[config.mk]
export PLATFORM = sky130hd
export DESIGN_NAME = ph_alarm_monitor
export DESIGN_NICKNAME = d
export VERILOG_FILES = /design/src/rtl/ph_alarm_monitor.sv
export SDC_FILE = /design/constraint.sdc
export NUM_CORES = 1
export LEC_CHECK = 0
export ABC_AREA = 1
export BUFFER_PORTS_ARGS = -buffer_cell sky130_fd_sc_hd__buf_2
export CORE_UTILIZATION = 40
export CTS_BUF_LIST = sky130_fd_sc_hd__clkbuf_4
export CTS_CLUSTER_SIZE = 12
export DETAILED_ROUTE_END_ITERATION = 6
export HOLD_SLACK_MARGIN = 0.02
export SETUP_SLACK_MARGIN = 0.4
export SYNTH_ARGS = -nofsm -noshare
export SYNTH_HDL_FRONTEND = slang
export SYNTH_SLANG_ARGS = --single-unit
[constraint.sdc]
create_clock -name clk -period 1.7 [get_ports clk]
set_input_delay 0.17 -clock clk [delete_from_list [all_inputs] [get_ports clk]]
set_output_delay 0.17 -clock clk [all_outputs]
set_load 0.03 [all_outputs]
[src/rtl/ph_alarm_monitor.sv]
// ---------------------------------------------------------------------------
// ph_alarm_monitor
//   Downstream stage of the blood pH analyzer. The alarm is raised only
//   after PERSIST consecutive abnormal samples, so single-sample glitches do
//   not trigger it. The alarm and its cause are latched until a nurse
//   acknowledge. The block counts alarm events for the monitoring panel.
//
// Parameters
//   PERSIST  consecutive abnormal samples needed to raise the alarm (1..15)
//   CLEAR    consecutive normal samples needed to re-arm (1..15)
//   CNT_W    width of eventCount
//
// Ports
//   clk           system clock, rising edge
//   rst           synchronous active-high reset
//   sampleValid   one-cycle strobe, abnormality flags valid this cycle
//   abnormalityP  analyzer abnormality flag P
//   abnormalityQ  analyzer abnormality flag Q
//   alarmAck      acknowledge pulse, honoured only in ALARM
//   alarm         alarm active (registered)
//   alarmCode     {Q,P} sticky cause since arming began (registered)
//   armed         high only in IDLE (registered)
//   eventCount    number of ARMING->ALARM transitions, saturating
//
// Configuration
//   PH_ALARM_AUTOCLEAR_EN : when defined, CLEAR consecutive normal samples
//   in ALARM return the block to IDLE without an acknowledge.
// ---------------------------------------------------------------------------
module ph_alarm_monitor #(
  parameter int PERSIST = 3,
  parameter int CLEAR   = 2,
  parameter int CNT_W   = 8
) (
  input  logic             clk,
  input  logic             rst,
  input  logic             sampleValid,
  input  logic             abnormalityP,
  input  logic             abnormalityQ,
  input  logic             alarmAck,
  output logic             alarm,
  output logic [1:0]       alarmCode,
  output logic             armed,
  output logic [CNT_W-1:0] eventCount
);

  typedef enum logic [1:0] {
    IDLE   = 2'd0,
    ARMING = 2'd1,
    ALARM  = 2'd2,
    ACKED  = 2'd3
  } stateT;

  localparam logic [3:0] PERSIST_C = 4'(PERSIST);
  localparam logic [3:0] CLEAR_C   = 4'(CLEAR);

  // Saturating increment: an all-ones count stays at all-ones.
  function automatic logic [CNT_W-1:0] satInc(input logic [CNT_W-1:0] v);
    logic [CNT_W-1:0] r;
    if (&v) begin
      r = v;
    end else begin
      r = v + {{(CNT_W-1){1'b0}}, 1'b1};
    end
    return r;
  endfunction

  stateT            state;
  stateT            stateNext;
  logic [3:0]       runCnt;
  logic [3:0]       runNext;
  logic [3:0]       okCnt;
  logic [3:0]       okNext;
  logic [1:0]       codeNext;
  logic [CNT_W-1:0] eventNext;

  logic       abnormalSample;
  logic       normalSample;
  logic [1:0] sampleCode;
  logic [3:0] runInc;
  logic [3:0] okInc;

  // Sample classification and counter increments shared by all states.
  always_comb begin
    abnormalSample = sampleValid & (abnormalityP | abnormalityQ);
    normalSample   = sampleValid & ~(abnormalityP | abnormalityQ);
    sampleCode     = {abnormalityQ, abnormalityP};
    runInc         = runCnt + 4'd1;
    okInc          = okCnt + 4'd1;
  end

  // Next-state and next-output computation.
  always_comb begin
    stateNext = state;
    runNext   = runCnt;
    okNext    = okCnt;
    codeNext  = alarmCode;
    eventNext = eventCount;
    case (state)
      IDLE: begin
        if (abnormalSample) begin
          runNext  = 4'd1;
          codeNext = sampleCode;
          if (PERSIST_C == 4'd1) begin
            stateNext = ALARM;
            okNext    = 4'd0;
          end else begin
            stateNext = ARMING;
          end
        end else begin
          stateNext = IDLE;
        end
      end
      ARMING: begin
        if (abnormalSample) begin
          runNext  = runInc;
          codeNext = alarmCode | sampleCode;
          if (runInc == PERSIST_C) begin
            stateNext = ALARM;
            okNext    = 4'd0;
            eventNext = satInc(eventCount);
          end else begin
            stateNext = ARMING;
          end
        end else if (normalSample) begin
          stateNext = IDLE;
          runNext   = 4'd0;
          codeNext  = 2'b00;
        end else begin
          stateNext = ARMING;
        end
      end
      ALARM: begin
`ifdef PH_ALARM_AUTOCLEAR_EN
        // Auto-clear completion takes priority over a simultaneous ack.
        if (normalSample && (okInc == CLEAR_C)) begin
          stateNext = IDLE;
          runNext   = 4'd0;
          okNext    = 4'd0;
          codeNext  = 2'b00;
        end else if (alarmAck) begin
          stateNext = ACKED;
          okNext    = 4'd0;
        end else if (abnormalSample) begin
          codeNext = alarmCode | sampleCode;
          okNext   = 4'd0;
        end else if (normalSample) begin
          okNext = okInc;
        end else begin
          stateNext = ALARM;
        end
`else
        // A sample arriving together with the ack is dropped.
        if (alarmAck) begin
          stateNext = ACKED;
          okNext    = 4'd0;
        end else if (abnormalSample) begin
          codeNext = alarmCode | sampleCode;
        end else begin
          stateNext = ALARM;
        end
`endif
      end
      ACKED: begin
        if (normalSample) begin
          if (okInc == CLEAR_C) begin
            stateNext = IDLE;
            runNext   = 4'd0;
            okNext    = 4'd0;
            codeNext  = 2'b00;
          end else begin
            okNext = okInc;
          end
        end else if (abnormalSample) begin
          okNext = 4'd0;
        end else begin
          stateNext = ACKED;
        end
      end
      default: begin
        stateNext = IDLE;
        runNext   = 4'd0;
        okNext    = 4'd0;
        codeNext  = 2'b00;
      end
    endcase
  end

  // State, counters and registered outputs; outputs reflect the next state.
  always_ff @(posedge clk) begin
    if (rst) begin
      state      <= IDLE;
      runCnt     <= 4'd0;
      okCnt      <= 4'd0;
      alarm      <= 1'b0;
      alarmCode  <= 2'b00;
      armed      <= 1'b1;
      eventCount <= {CNT_W{1'b0}};
    end else begin
      state      <= stateNext;
      runCnt     <= runNext;
      okCnt      <= okNext;
      alarm      <= (stateNext == ALARM);
      alarmCode  <= codeNext;
      armed      <= (stateNext == IDLE);
      eventCount <= eventNext;
    end
  end

endmodule
==> impl_metrics.csv <==
group,metric,value,unit
place,place.gp.congestion,0.781,
die,start_util,42.0,%
critical_path,endpoint_kind,"flop",
die,die-area,3740,sq um
die,die_x,61.2,um
outcome,status,"finished clean",
synth,ys_types,30,
sta,finalHoldWorstSlack,0.154,ns
detailed_routing,vias_per_cell,4.73,
sta,finalCritPeriodShare,86.3,%
detailed_routing,drt-total-wl,3070,um
critical_path,cp_max_fo,8,
sta,setup_viol,0,
clock_network,cts_made_buffers,3,
sta,clock.fmax,0.682,GHz
synth,synthCells,208,
critical_path,cpPeakStageDelay,0.40,ns
critical_path,worst-endpoint-arrival,1.68,ns
power,p_leak,0.837,nW
global_route,grt_max_degree,14,
die,die_h,61.2,um
hold_path,hold_path_end,"okCnt[1]",
layout,fillCellCount,335,
global_route,antenna_found_initial,0,
critical_path,worstPathCellList,"ha_4, inv_2, nand2_2, nand2_4, nor2_4, nand2_4, o21ai_4, nand3_1, nand2_1, nor2_1",
synth,synth_area_leaders,"dfxtp_1 31%, nand2_1 14%, nand3_1 7.5%",
synth,yosysTopAreaCellShare,31.5,%
sta,layout_min_cycle_time,1.47,ns
critical_path,r2r_start,"okCnt[1]",
critical_path,reg2reg_depth,10,
sta,hold_violations,0,
critical_path,path_buf_inv,1,
hold_path,min_delay_path_depth,2,
synth,ys_seq_area_share,31.5,%
synth,yosys.area.top_type,"dfxtp_1",
synth,ys_seq_elements,22,
power,vdd_ir_drop_max,0.000573,V
global_route,grt_pass1_vias,1191,
die,rows,21,
synth,syn_avg_cell_area,6.73,sq um
critical_path,setup.worst_path.class,"reg -> reg",
sta,setup-tns-final,0,ns
detailed_routing,wl_per_cell,10.6,um
critical_path,cpLargestDelayFamily,"simple AND/OR/NAND/NOR gates",
critical_path,r2r_setup_slack,0.23,ns
clock_network,clk_latency,0.32,ns
clock_network,cts.sinks,22,
synth,synth_edf_count,0,
die,ios,18,
layout,fin_nets,254,
critical_path,startpoint_type,"flop",
critical_path,slowest_stage,"dfxtp_4",
clock_network,cts.clk_slew.worst_paths,0.13,ns
clock_network,cts_tree,"yes",
hold_path,hp-class,"in -> reg",
clock_network,clk_path_buf_depth,2,
detailed_routing,dr.first_iter.drc_count,29,
critical_path,crit_top_cell,"nand2_4",
place,io_buffer_count,17,
sta,skew,0.0128,ns
critical_path,crit_cells,10,
clock_network,postCtsHoldBufs,0,
global_route,grt_use_total,17.6,%
sta,maxSlewHeadroom,75.7,%
layout,areaGrowthSynthToFinish,34.8,%
place,place_hpwl,2130,um
global_route,grt_pass1_wl,4970,um
die,core_area,3340,sq um
clock_network,cts-root-buf,"clkbuf_4",
critical_path,cp.required,1.91,ns
detailed_routing,vias,1362,
clock_network,h-tree-depth,1,
power,p_per_area,639,nW/um^2
global_route,grt-ovfl-total,0,
layout,drive_above_1_share,41.3,%
sta,rsz0062_at_grt,"yes",
synth,netlist_top_cells_count,"53 x nand2_1, 24 x inv_1, 23 x nor2_1, 22 x dfxtp_1, 21 x nand3_1",
sta,worst_pin_slew,0.362,ns
detailed_routing,drcViolationCount,0,
synth,synthesis.nets,219,
layout,fin_util,56.5,%
synth,synthArstFlopShare,0,%
synth,synth_most_common_cell,"nand2_1",
sta,report.final.slew_viol_count,0,
layout,diodes,0,
synth,ys_warn_count,0,
detailed_routing,firstDrtPassIters,6,
detailed_routing,postRouteAntennaNets,0,
synth,syn_area,1400,sq um
synth,synth_flop_cell,"dfxtp_1",
hold_path,hold_start,"rst",
job,cap_violations,0,
critical_path,worstReg2RegEnd,"runCnt[2]",
cells in the final DEF (no fill, tap or decap), types with 3 or more instances in the layout:
cell,n
nand2_1,38
inv_1,21
nand3_1,21
nor2_1,19
buf_2,17
nand2_2,16
a21oi_1,14
buf_4,13
dfxtp_1,9
dfxtp_2,7
inv_2,6
dfxtp_4,6
nor2_2,5
nand4_1,5
nand2_4,5
xnor2_1,4
nor2_4,3
clkbuf_4,3
layer usage:
metal / track usage, % / share of wire (%)
met1: 24.0 / 51
met5: 0 / 0
met4: 2.92 / 0.59
met2: 28.6 / 46
met3: 4.41 / 2.3
through the flow:
step	instance area (sq um)	power, mW	setup slack (ns)	std cells
global route	1890	1.28	0.122	288
detailed placement	1570	0.757	0.219	270
finish	1890	1.21	0.234	288
floorplan	1430	0.712	0.358	208
global placement	1570	0.759	0.187	270
CTS	1750	1.19	0.244	282
state kept, by name (all words and copies together), names as in the netlist:
name and cells:
eventCount 8, okCnt 4, runCnt 4, alarmCode 2
state 2, alarm 1, armed 1
timing repair:
item / 4_1_cts / 5_1_grt
pin swaps: 19 / 11
gates resized for setup: 18 / 29
endpoints found under the setup margin: 22 / 22
cloned: 1 / 0
setup buffers: 7 / 6
cells by family after synthesis:
family / Yosys count / share of synthesized area (%)
and+or+nand+nor: 120 / 41.7
buffers and inverters: 34 / 10.0
DFF: 22 / 31.5
AOI/OAI and AO/OA: 20 / 7.95
xor gates and xnor gates: 7 / 4.38
adders and majority gates: 5 / 4.47
area by class of cell:
type	count	area [sq um]	area share (%)
clock inverter	1	30.0	1.59
clock buffer	3	22.5	1.19
sequential	22	472	25.0
timing repair buffer	32	205	10.9
multi-input combinational	153	972	51.5
inverter	31	128	6.76
tap	46	57.6	3.05
where the power goes:
group	total, mW	internal [mW]	leakage (nW)	switching (mW)
clock network	0.406	0.239	0.0279	0.167
logic	0.243	0.0987	0.623	0.144
registers	0.558	0.534	0.187	0.0237
total	1.21	0.871	0.837	0.335
how the worst max path moves through the flow:
stage | endpoint | from | slack (ns)
2_1_floorplan | eventCount[0] | runCnt[1] | 0.36
3_3_place_gp | runCnt[2] | okCnt[0] | 0.19
3_5_place_dp | runCnt[3] | okCnt[0] | 0.22
4_1_cts | runCnt[2] | okCnt[1] | 0.24
5_1_grt | runCnt[2] | okCnt[1] | 0.12
6_report | runCnt[2] | okCnt[1] | 0.23
No activity file was read; power rests on OpenSTA's default activity.
